$ cat src/rtl/multicycle_control_fsm_pkg.sv
// Opcode/ALUOp/source-select constants, state encoding and the per-state
// output decode for the multicycle MIPS control unit.
package multicycle_control_fsm_pkg;

    localparam logic [5:0] OP_RTYPE = 6'b000000;
    localparam logic [5:0] OP_LW    = 6'b100011;
    localparam logic [5:0] OP_SW    = 6'b101011;
    localparam logic [5:0] OP_BEQ   = 6'b000100;
    localparam logic [5:0] OP_ADDI  = 6'b001000;

    localparam logic [1:0] ALUOP_ADD   = 2'b00;
    localparam logic [1:0] ALUOP_SUB   = 2'b01;
    localparam logic [1:0] ALUOP_FUNCT = 2'b10;

    localparam logic [1:0] SRCB_REG     = 2'b00;
    localparam logic [1:0] SRCB_FOUR    = 2'b01;
    localparam logic [1:0] SRCB_IMM     = 2'b10;
    localparam logic [1:0] SRCB_IMM_SH2 = 2'b11;

    typedef enum logic [3:0] {
        S_RST      = 4'd0,
        S_FETCH    = 4'd1,
        S_DECODE   = 4'd2,
        S_MEMADR   = 4'd3,
        S_MEMREAD  = 4'd4,
        S_MEMWB    = 4'd5,
        S_MEMWRITE = 4'd6,
        S_EXECUTE  = 4'd7,
        S_ALUWB    = 4'd8,
        S_BRANCH   = 4'd9,
        S_ADDIEX   = 4'd10,
        S_ADDIWB   = 4'd11,
        S_ILLEGAL  = 4'd12,
        S_IRQ      = 4'd13
    } state_t;

    typedef struct packed {
        logic [1:0] alu_control;
        logic [1:0] alu_src_b;
        logic       alu_src_a;
        logic       pc_source;
        logic       pc_write;
        logic       is_branch;
        logic       lord;
        logic       mem_write;
        logic       ir_write;
        logic       reg_write;
        logic       reg_dst;
        logic       mem_to_reg;
        logic       is_interrupted;
        logic       illegal_op;
    } ctrl_t;

    // last_cycle marks the final cycle of a memory wait state
    function automatic ctrl_t decode_outputs(input state_t st, input logic last_cycle);
        ctrl_t c;
        c = '0;
        case (st)
            S_FETCH: begin
                c.alu_src_b = SRCB_FOUR;
                c.ir_write  = last_cycle;
                c.pc_write  = last_cycle;
            end
            S_DECODE:   c.alu_src_b = SRCB_IMM_SH2;
            S_MEMADR: begin
                c.alu_src_a = 1'b1;
                c.alu_src_b = SRCB_IMM;
            end
            S_MEMREAD:  c.lord = 1'b1;
            S_MEMWB: begin
                c.reg_write  = 1'b1;
                c.mem_to_reg = 1'b1;
            end
            S_MEMWRITE: begin
                c.lord      = 1'b1;
                c.mem_write = last_cycle;
            end
            S_EXECUTE: begin
                c.alu_src_a   = 1'b1;
                c.alu_control = ALUOP_FUNCT;
            end
            S_ALUWB: begin
                c.reg_write = 1'b1;
                c.reg_dst   = 1'b1;
            end
            S_BRANCH: begin
                c.alu_src_a   = 1'b1;
                c.alu_control = ALUOP_SUB;
                c.is_branch   = 1'b1;
                c.pc_source   = 1'b1;
            end
            S_ADDIEX: begin
                c.alu_src_a = 1'b1;
                c.alu_src_b = SRCB_IMM;
            end
            S_ADDIWB:   c.reg_write  = 1'b1;
            S_ILLEGAL:  c.illegal_op = 1'b1;
            S_IRQ: begin
                c.is_interrupted = 1'b1;
                c.pc_write       = 1'b1;
            end
            default:    c = '0;
        endcase
        return c;
    endfunction

endpackage

$ cat src/rtl/ctrl_wait_timer.sv
// Memory wait-state counter: clear/increment, saturating at MEM_WAIT, with the
// done flag for the current count and for the count about to be registered.
module ctrl_wait_timer #(
    parameter int MEM_WAIT = 0,
    parameter int WAIT_W   = 4
) (
    input  logic clk,
    input  logic srst,
    input  logic clr,
    input  logic inc,
    output logic done,
    output logic done_d
);

    localparam logic [WAIT_W-1:0] LIMIT = WAIT_W'(MEM_WAIT);

    logic [WAIT_W-1:0] count_q;
    logic [WAIT_W-1:0] count_d;

    always_comb begin
        count_d = count_q;
        if (clr) begin
            count_d = '0;
        end else if (inc && (count_q != LIMIT)) begin
            count_d = count_q + WAIT_W'(1);
        end
    end

    always_ff @(posedge clk) begin
        if (srst) begin
            count_q <= '0;
        end else begin
            count_q <= count_d;
        end
    end

    assign done   = (count_q == LIMIT);
    assign done_d = (count_d == LIMIT);

endmodule

$ cat src/rtl/multicycle_control_fsm.sv
// Moore control FSM for the multicycle MIPS datapath. Define CTRL_IRQ_EN to
// enable the IRQ state and irq sampling at instruction completion.
module multicycle_control_fsm
    import multicycle_control_fsm_pkg::*;
#(
    parameter int MEM_WAIT = 0,
    parameter int WAIT_W   = 4
) (
    input  logic       clk,
    input  logic       reset,
    input  logic [5:0] op,
    input  logic [5:0] funct,
    input  logic       irq,
    output logic [1:0] aluControl,
    output logic [1:0] aluSrcB,
    output logic       aluSrcA,
    output logic       PCSource,
    output logic       PCWrite,
    output logic       isBranch,
    output logic       lorD,
    output logic       MemWrite,
    output logic       IRWrite,
    output logic       RegWrite,
    output logic       RegDst,
    output logic       MemtoReg,
    output logic       isInterrupted,
    output logic       illegal_op
);

    state_t state_q;
    state_t state_d;
    state_t retire_state;
    ctrl_t  out_q;
    ctrl_t  out_d;
    logic   wait_clr;
    logic   wait_inc;
    logic   wait_done;
    logic   wait_done_d;
    logic   unused_sink;

`ifdef CTRL_IRQ_EN
    assign retire_state = irq ? S_IRQ : S_FETCH;
`else
    assign retire_state = S_FETCH;
`endif

    always_comb begin
        state_d = state_q;
        case (state_q)
            S_RST:      state_d = S_FETCH;
            S_FETCH:    if (wait_done) state_d = S_DECODE;
            S_DECODE: begin
                case (op)
                    OP_RTYPE:     state_d = S_EXECUTE;
                    OP_LW, OP_SW: state_d = S_MEMADR;
                    OP_BEQ:       state_d = S_BRANCH;
                    OP_ADDI:      state_d = S_ADDIEX;
                    default:      state_d = S_ILLEGAL;
                endcase
            end
            S_MEMADR:   state_d = (op == OP_LW) ? S_MEMREAD : S_MEMWRITE;
            S_MEMREAD:  if (wait_done) state_d = S_MEMWB;
            S_MEMWRITE: if (wait_done) state_d = retire_state;
            S_EXECUTE:  state_d = S_ALUWB;
            S_ADDIEX:   state_d = S_ADDIWB;
            S_MEMWB, S_ALUWB, S_BRANCH, S_ADDIWB, S_ILLEGAL:
                        state_d = retire_state;
            default:    state_d = S_FETCH;
        endcase
    end

    // Counter restarts on every transition so each wait state sees a fresh count
    assign wait_clr = (state_d != state_q);
    assign wait_inc = (state_q == S_FETCH) || (state_q == S_MEMREAD) || (state_q == S_MEMWRITE);

    ctrl_wait_timer #(
        .MEM_WAIT (MEM_WAIT),
        .WAIT_W   (WAIT_W)
    ) u_wait_timer (
        .clk    (clk),
        .srst   (reset),
        .clr    (wait_clr),
        .inc    (wait_inc),
        .done   (wait_done),
        .done_d (wait_done_d)
    );

    // Outputs are decoded from the next state so the registered copy lines up with state_q
    assign out_d = decode_outputs(state_d, wait_done_d);

    always_ff @(posedge clk) begin
        if (reset) begin
            state_q <= S_RST;
            out_q   <= '0;
        end else begin
            state_q <= state_d;
            out_q   <= out_d;
        end
    end

    assign aluControl = out_q.alu_control;
    assign aluSrcB    = out_q.alu_src_b;
    assign aluSrcA    = out_q.alu_src_a;
    assign PCSource   = out_q.pc_source;
    assign PCWrite    = out_q.pc_write;
    assign isBranch   = out_q.is_branch;
    assign lorD       = out_q.lord;
    assign MemWrite   = out_q.mem_write;
    assign IRWrite    = out_q.ir_write;
    assign RegWrite   = out_q.reg_write;
    assign RegDst     = out_q.reg_dst;
    assign MemtoReg   = out_q.mem_to_reg;
    assign illegal_op = out_q.illegal_op;

`ifdef CTRL_IRQ_EN
    assign isInterrupted = out_q.is_interrupted;
`else
    assign isInterrupted = 1'b0;
`endif

    // funct is decoded by the datapath ALU decoder, not here
    assign unused_sink = ^{funct, irq, out_q.is_interrupted};

endmodule

$ cat config.mk
export PLATFORM = sky130hd
export DESIGN_NAME = multicycle_control_fsm
export DESIGN_NICKNAME = d
export VERILOG_FILES = /design/src/rtl/multicycle_control_fsm_pkg.sv /design/src/rtl/ctrl_wait_timer.sv /design/src/rtl/multicycle_control_fsm.sv
export SDC_FILE = /design/constraint.sdc
export NUM_CORES = 1
export LEC_CHECK = 0
export CAP_MARGIN = 15
export CORE_MARGIN = 2
export CORE_UTILIZATION = 44
export CTS_BUF_LIST = sky130_fd_sc_hd__clkbuf_4
export CTS_CLUSTER_SIZE = 24
export DETAILED_ROUTE_END_ITERATION = 7
export PLACE_DENSITY = 0.75
export SETUP_SLACK_MARGIN = 0.3
export SYNTH_ARGS = -nofsm -noshare
export SYNTH_HDL_FRONTEND = slang
export SYNTH_SLANG_ARGS = --single-unit
$ cat constraint.sdc
create_clock -name clk -period 2.1 [get_ports clk]
set_clock_uncertainty 0.05 [all_clocks]
set_input_delay 0.42 -clock clk [delete_from_list [all_inputs] [get_ports clk]]
set_output_delay 0.42 -clock clk [all_outputs]
set_load 0.05 [all_outputs]
==> results of run 1 <==
## state kept, by name (all words and copies together) (netlist names), 2 cells and up
register / cells
state_q: 4
u_wait_timer.count_q: 4
aluControl: 2
aluSrcB: 2
## metal layers
metal  GRT usage [%]  routed length, µm  up-vias
met2           42.39               1849       39
met4           9.402                131        0
met3           2.222                123       14
li1                -                  -      540
met5               0                  0        -
met1           28.72               1445      563
## cells by family (layout without fill, tap and decap cells)
family                     after synthesis  after routing  share of synthesized area (%)
muxes                                    1              1                         0.9260
buffers and inverters                   11             61                          5.555
other                                    1              1                         0.3469
and+or+nand+nor                         60             60                          34.03
AOI/OAI and AO/OA                       19             19                          14.70
adders and majority gates                2              2                          2.314
xor gates and xnor gates                 4              4                          3.241
DFF                                     21             21                          38.89
## through the flow
| step | cells | setup WS, ns |
|---|---|---|
| 6_report | 197 | 0.05807 |
| 5_1_grt | 197 | 0.01220 |
| 4_1_cts | 191 | 0.02176 |
| 3_5_place_dp | 181 | -0.5073 |
| 3_3_place_gp | 181 | -0.4714 |
| 2_1_floorplan | 119 | -0.04848 |
## where the power goes
| group | switching [W] | internal, W | total, W |
|---|---|---|---|
| Sequential | 0.0000860 | 0.000513 | 0.000599 |
| Clock | 0.000131 | 0.0000871 | 0.000219 |
| Combinational | 0.00111 | 0.000878 | 0.00199 |
## area by class of cell
| type | instances | share of cell area, % |
|---|---|---|
| Inverter | 3 | 0.6329 |
| Clock buffer | 4 | 1.688 |
| Tap cell | 28 | 1.969 |
| Timing Repair Buffer | 54 | 24.89 |
| Sequential cell | 21 | 23.91 |
| Multi-Input combinational cell | 87 | 46.91 |
## cells in the mapped netlist (all sizes together) (2+ instances only)
cell	n
nor2	9
and3	2
clkbuf	3
nor3	11
dfxtp	21
o21ba	2
ha	2
nor3b	5
a21oi	2
nor4	8
inv	3
nand2b	6
xnor2	2
buf	5
nand2	6
xor2	2
or3b	2
o21ai	5
nand3b	2
nand3	2
## what timing repair did
item	4_1_cts	5_1_grt
hold endpoints to repair	0	0
pin swaps	12	11
gates resized for setup	58	18
setup buffers	6	6
setup endpoints to repair	34	18
## worst register-to-register path, stage by stage, from the launching register on
cell and delay, ns:
dfxtp_2 0.36, or4b_4 0.46, a22o_1 0.21, o221ai_2 0.17, and2_4 0.18, or3b_4 0.41, nor3b_2 0.16
## worst min path at each step
stage / startpoint / end / slack, ns / cells after the start
4_1_cts: state_q[3]$_SDFF_PP0_ / u_wait_timer.count_q[1]$_SDFF_PP0_ / 0.56 / 2
3_3_place_gp: u_wait_timer.count_q[0]$_SDFF_PP0_ / u_wait_timer.count_q[0]$_SDFF_PP0_ / 0.44 / 2
2_1_floorplan: u_wait_timer.count_q[0]$_SDFF_PP0_ / u_wait_timer.count_q[0]$_SDFF_PP0_ / 0.36 / 1
5_1_grt: u_wait_timer.count_q[3]$_SDFF_PP0_ / u_wait_timer.count_q[3]$_SDFF_PP0_ / 0.63 / 2
6_report: u_wait_timer.count_q[3]$_SDFF_PP0_ / u_wait_timer.count_q[3]$_SDFF_PP0_ / 0.62 / 2
3_5_place_dp: u_wait_timer.count_q[0]$_SDFF_PP0_ / u_wait_timer.count_q[0]$_SDFF_PP0_ / 0.46 / 2
==> reports/qor.txt, run 1 <==
Yosys warning count = 0
Critical Path End Type = flop
FF+latch count, synth = 21
Register area = 425.4 µm²
Crit path time final = 2.042 ns
Die ar. = 2869 µm²
Yosys top cell by area = dfxtp_1
Grt ovf = 0
Drt via density = 5.868
Hold Path Class = reg -> reg
Root buf cell = clkbuf_4
Htree depth = 1
CTS max path bufs = 2
Final setup fails = 0
Synth Flop Type = dfxtp_1
Final worst-path cycle share = 97.23%
Hold_ws = 0.6203 ns
Max IR drop VDD = 1.300 mV
Top cells by area, synth = dfxtp_1 (39%), nor3_1 (4.6%), nor4_1 (4.6%)
Fillers = 140
Largest net degree at the start of global routing = 14
Arr. time, crit path = 2.25 ns
Seq/Total Area, Yosys = 38.89%
FF-to-FF End = aluControl[0]$_SDFF_PP0_
# nets final = 187
Residual DRC = 0
Max_cap viols = 0
Status = finished, final reports clean
Mean Syn Cell Area = 9.084 µm²
Number of I/O pins = 31
Setup CP Type = reg -> reg
DR pass1 iterations = 4
Sum Neg Setup Slack = 0 ns
Worst Path Required = 2.31 ns
Crit-path max FO = 4
Wire per inst = 18.02 µm
Clock sink total = 21
Most frequent cells in the layout = buf_4 (28), dlygate4sd2_1 (18), dfxtp_1 (17), nor2_1 (7), nor3_1 (6)
N_diodes = 0
CP startpoint kind = flop
Worst R2R Setup Slack = 0.06 ns
Share of synthesized registers carrying an async set or reset = 0%
Setup crit start = state_q[0]$_SDFF_PP0_
CTS Hold Buffers Added = 0
Antenna viol nets, final = 0
First-pass GRT wire length = 4857 µm
Critical Path Slowest Stage Cell = or4b_4
Clock tree from TritonCTS = done
Area of the multi-input gates = 834.6 µm²
Post-Syn Nets = 136
Leak = 0.7461 nW
Number of synthesized flops with an enable pin = 0
Total power = 0.002802 W
Unique masters post-synth = 44
CTS clock-pin slew for the worst setup and hold paths = 0.13 ns
Share of layout cells above drive strength 1 = 52.07%
Core ar. = 2276 µm²
RR Startpoint = state_q[0]$_SDFF_PP0_
CTS Buf Count = 3
Worst stage delay on the critical path = 0.46 ns
Starting Density = 47.50%
Cell area after synthesis = 1081 µm²
Post-DP HPWL = 2067 µm
Critical Path, Cell by Cell = or4b_4 > a22o_1 > o221ai_2 > and2_4 > or3b_4 > nor3b_2
Vias in the first global route = 1078
Tot GR Track Use = 23.56%
Worst r2r path cells = 6
Initial DRC Count = 27
Setup crit end = aluControl[0]$_SDFF_PP0_
Worst Path Buf+Inv = 0
Final wirelength = 3550 µm
PwrDens = 1575 nW/µm²
Final GP Congestion = 0.7987
Commonest non-fill, non-tap cell in the layout = buf_4
Row count = 17
Final hold vios = 0
Crit path max-delay family = simple AND/OR/NAND/NOR gates
Area post-placement = 1489 µm²
Yosys top cell area share = 38.89%
Final core utilization = 78.17%
Port bufs = 22
Fmax = 489.7 MHz
Final Cell Area = 1779 µm²
Via count = 1156
Die Height = 53.57 µm
Antenna violations before repair = 0
Horiz. Die Dim = 53.57 µm
Area delta synth->final = 64.58%
Worst path depth = 6
Worst-skew pair later-pin latency = 0.31 ns
Syn Inst Count = 119
Final Max Slew Viols = 0
RSZ-0062 raised after global routing = true
(Power assumes the default switching activity.)
==> run 2: changes to the inputs <==
--- a/config.mk
+++ b/config.mk
@@ -13,6 +13,7 @@
 export DETAILED_ROUTE_END_ITERATION = 7
 export PLACE_DENSITY = 0.75
 export SETUP_SLACK_MARGIN = 0.3
+export SKIP_CTS_REPAIR_TIMING = 1
 export SYNTH_ARGS = -nofsm -noshare
 export SYNTH_HDL_FRONTEND = slang
 export SYNTH_SLANG_ARGS = --single-unit
==> constraint.sdc (replaced) <==
create_clock -name clk -period 1.73 [get_ports clk]
set_clock_uncertainty 0.05 [all_clocks]
set_input_delay 0.346 -clock clk [delete_from_list [all_inputs] [get_ports clk]]
set_output_delay 0.346 -clock clk [all_outputs]
set_load 0.05 [all_outputs]
==> run 2 against run 1 <==
The flow now finishes with violations (setup timing). Global-route usage down 2.6 points. Flip-flop and latch count unchanged. Combinational power up 40%. Non-clock buffer count up 9. First-iteration DRC count up 19%.
==> reports/qor.txt, run 2 (synthesis results as in run 1) <==
Largest regs = state_q: 4 flops, u_wait_timer.count_q: 4 flops
DR pass1 iterations = 4
Final worst slack = -0.3363 ns
Hold_ws = 0.5142 ns
Worst hold path depth = 2
P_sw = 0.001680 W
Final worst-path cycle share = 119.4%
Sw Ratio = 45.43%
Crit path time final = 2.066 ns
Die ar. = 2869 µm²
Antenna viol nets, final = 0
Arr. time, crit path = 2.26 ns
Number of I/O pins = 31
Filler-free cell count of the finished design = 206
CP startpoint kind = flop
Final hold vios = 0
Fmax = 484.0 MHz
Setup CP Type = reg -> reg
Tot GR Track Use = 20.93%
Final GP Congestion = 0.8555
CTS clock-pin slew for the worst setup and hold paths = 0.11 ns
# nets final = 196
Max_cap viols = 0
RSZ-0062 raised after global routing = true
Post-DP HPWL = 2234 µm
Final Max Slew Viols = 0
Setup crit start = state_q[0]$_SDFF_PP0_
Placed insts = 197
RR Startpoint = state_q[0]$_SDFF_PP0_
Sum Neg Setup Slack = -2.858 ns
Clock sink total = 21
Final setup fails = 16
Core ar. = 2276 µm²
Leak = 0.8401 nW
Htree depth = 1
Vias in the first global route = 1062
Final wirelength = 3614 µm
Fillers = 115
Commonest non-fill, non-tap cell in the layout = buf_4
Status = finished with violations
Antenna violations before repair = 0
Starting Density = 47.50%
Clock tree from TritonCTS = done
Root buf cell = clkbuf_4
Via count = 1188
Worst r2r path cells = 6
First-pass GRT wire length = 4429 µm
N_diodes = 0
Share of layout cells above drive strength 1 = 61.80%
Area delta synth->final = 78.36%
Clk pwr share = 6.4%
Port bufs = 22
Worst Path Required = 1.93 ns
Area post-placement = 1622 µm²
Horiz. Die Dim = 53.57 µm
Row count = 17
Initial DRC Count = 32
Combinational share of power = 75.1%
Max IR drop VDD = 1.842 mV
Int Power = 0.002017 W
CTS max path bufs = 2
Failing checks = setup timing
Worst-skew pair later-pin latency = 0.31 ns
Most frequent cells in the layout = buf_4 (47), dfxtp_1 (18), buf_6 (9), nor2_1 (8), dlymetal6s2s_1 (6)
Critical Path End Type = flop
PwrDens = 1918 nW/µm²
Residual DRC = 0
Final Cell Area = 1928 µm²
Die Height = 53.57 µm
Sequential power share = 18.5%
Hold Path Class = reg -> reg
Hold Path Origin = u_wait_timer.count_q[0]$_SDFF_PP0_
Grt ovf = 0
Wire per inst = 17.54 µm
Crit-path max FO = 4
Largest net degree at the start of global routing = 13
Drt via density = 5.767
CTS Buf Count = 3
-- run 2: metrics by stage --
stage	setup WS [ns]	power [W]	util (%)
after floorplan	-0.3449	0.002047	-
after global placement	-0.7288	0.002749	71.25
after detailed placement	-0.7999	0.002798	71.25
after CTS	-0.4921	0.003033	72.46
after global routing	-0.3777	0.003879	84.72
final	-0.3363	0.003697	84.72
-- run 2: cell type report --
| cell class | count | area (µm²) | area share (%) |
|---|---|---|---|
| repair buffers | 63 | 539.3 | 27.97 |
| clock buffers | 3 | 22.52 | 1.168 |
| clock inverters | 1 | 5.005 | 0.2596 |
| inverters | 3 | 11.26 | 0.5840 |
| multi-input cells | 87 | 890.9 | 46.20 |
| well taps | 28 | 35.03 | 1.817 |
| flip-flops and latches | 21 | 424.2 | 22.00 |
-- run 2: layer usage --
metal	routed length, µm	share of wire [%]	GRT usage [%]	vias up
met1	1439	40	25.26	572
li1	-	-	-	557
met2	1876	52	37.65	45
met4	126	3.5	3.846	0
met5	0	0	0	-
met3	171	4.7	5.278	14
-- run 2: critical path, cell delays in order (launching register included) --
cell	delay (ns)
dfxtp_2	0.35
or4b_1	0.44
a22o_1	0.23
o221ai_2	0.18
and2_4	0.17
or3b_4	0.40
nor3b_2	0.18
-- run 2: worst paths after layout --
| kind | end | slack [ns] |
|---|---|---|
| setup / recovery | aluControl[0]$_SDFF_PP0_ | -0.34 |
| hold / removal | u_wait_timer.count_q[0]$_SDFF_PP0_ | 0.51 |
| setup reg to reg | aluControl[0]$_SDFF_PP0_ | -0.34 |
| hold reg to reg | u_wait_timer.count_q[0]$_SDFF_PP0_ | 0.51 |
-- run 2: power by group through the flow --
stage                     clock network (W)  logic, W  registers (W)
final                              0.000236   0.00278       0.000684
after global routing               0.000262   0.00292       0.000699
after detailed placement                  0   0.00212       0.000682
after CTS                          0.000236   0.00213       0.000672
after floorplan                           0   0.00110       0.000950
after global placement                    0   0.00207       0.000683
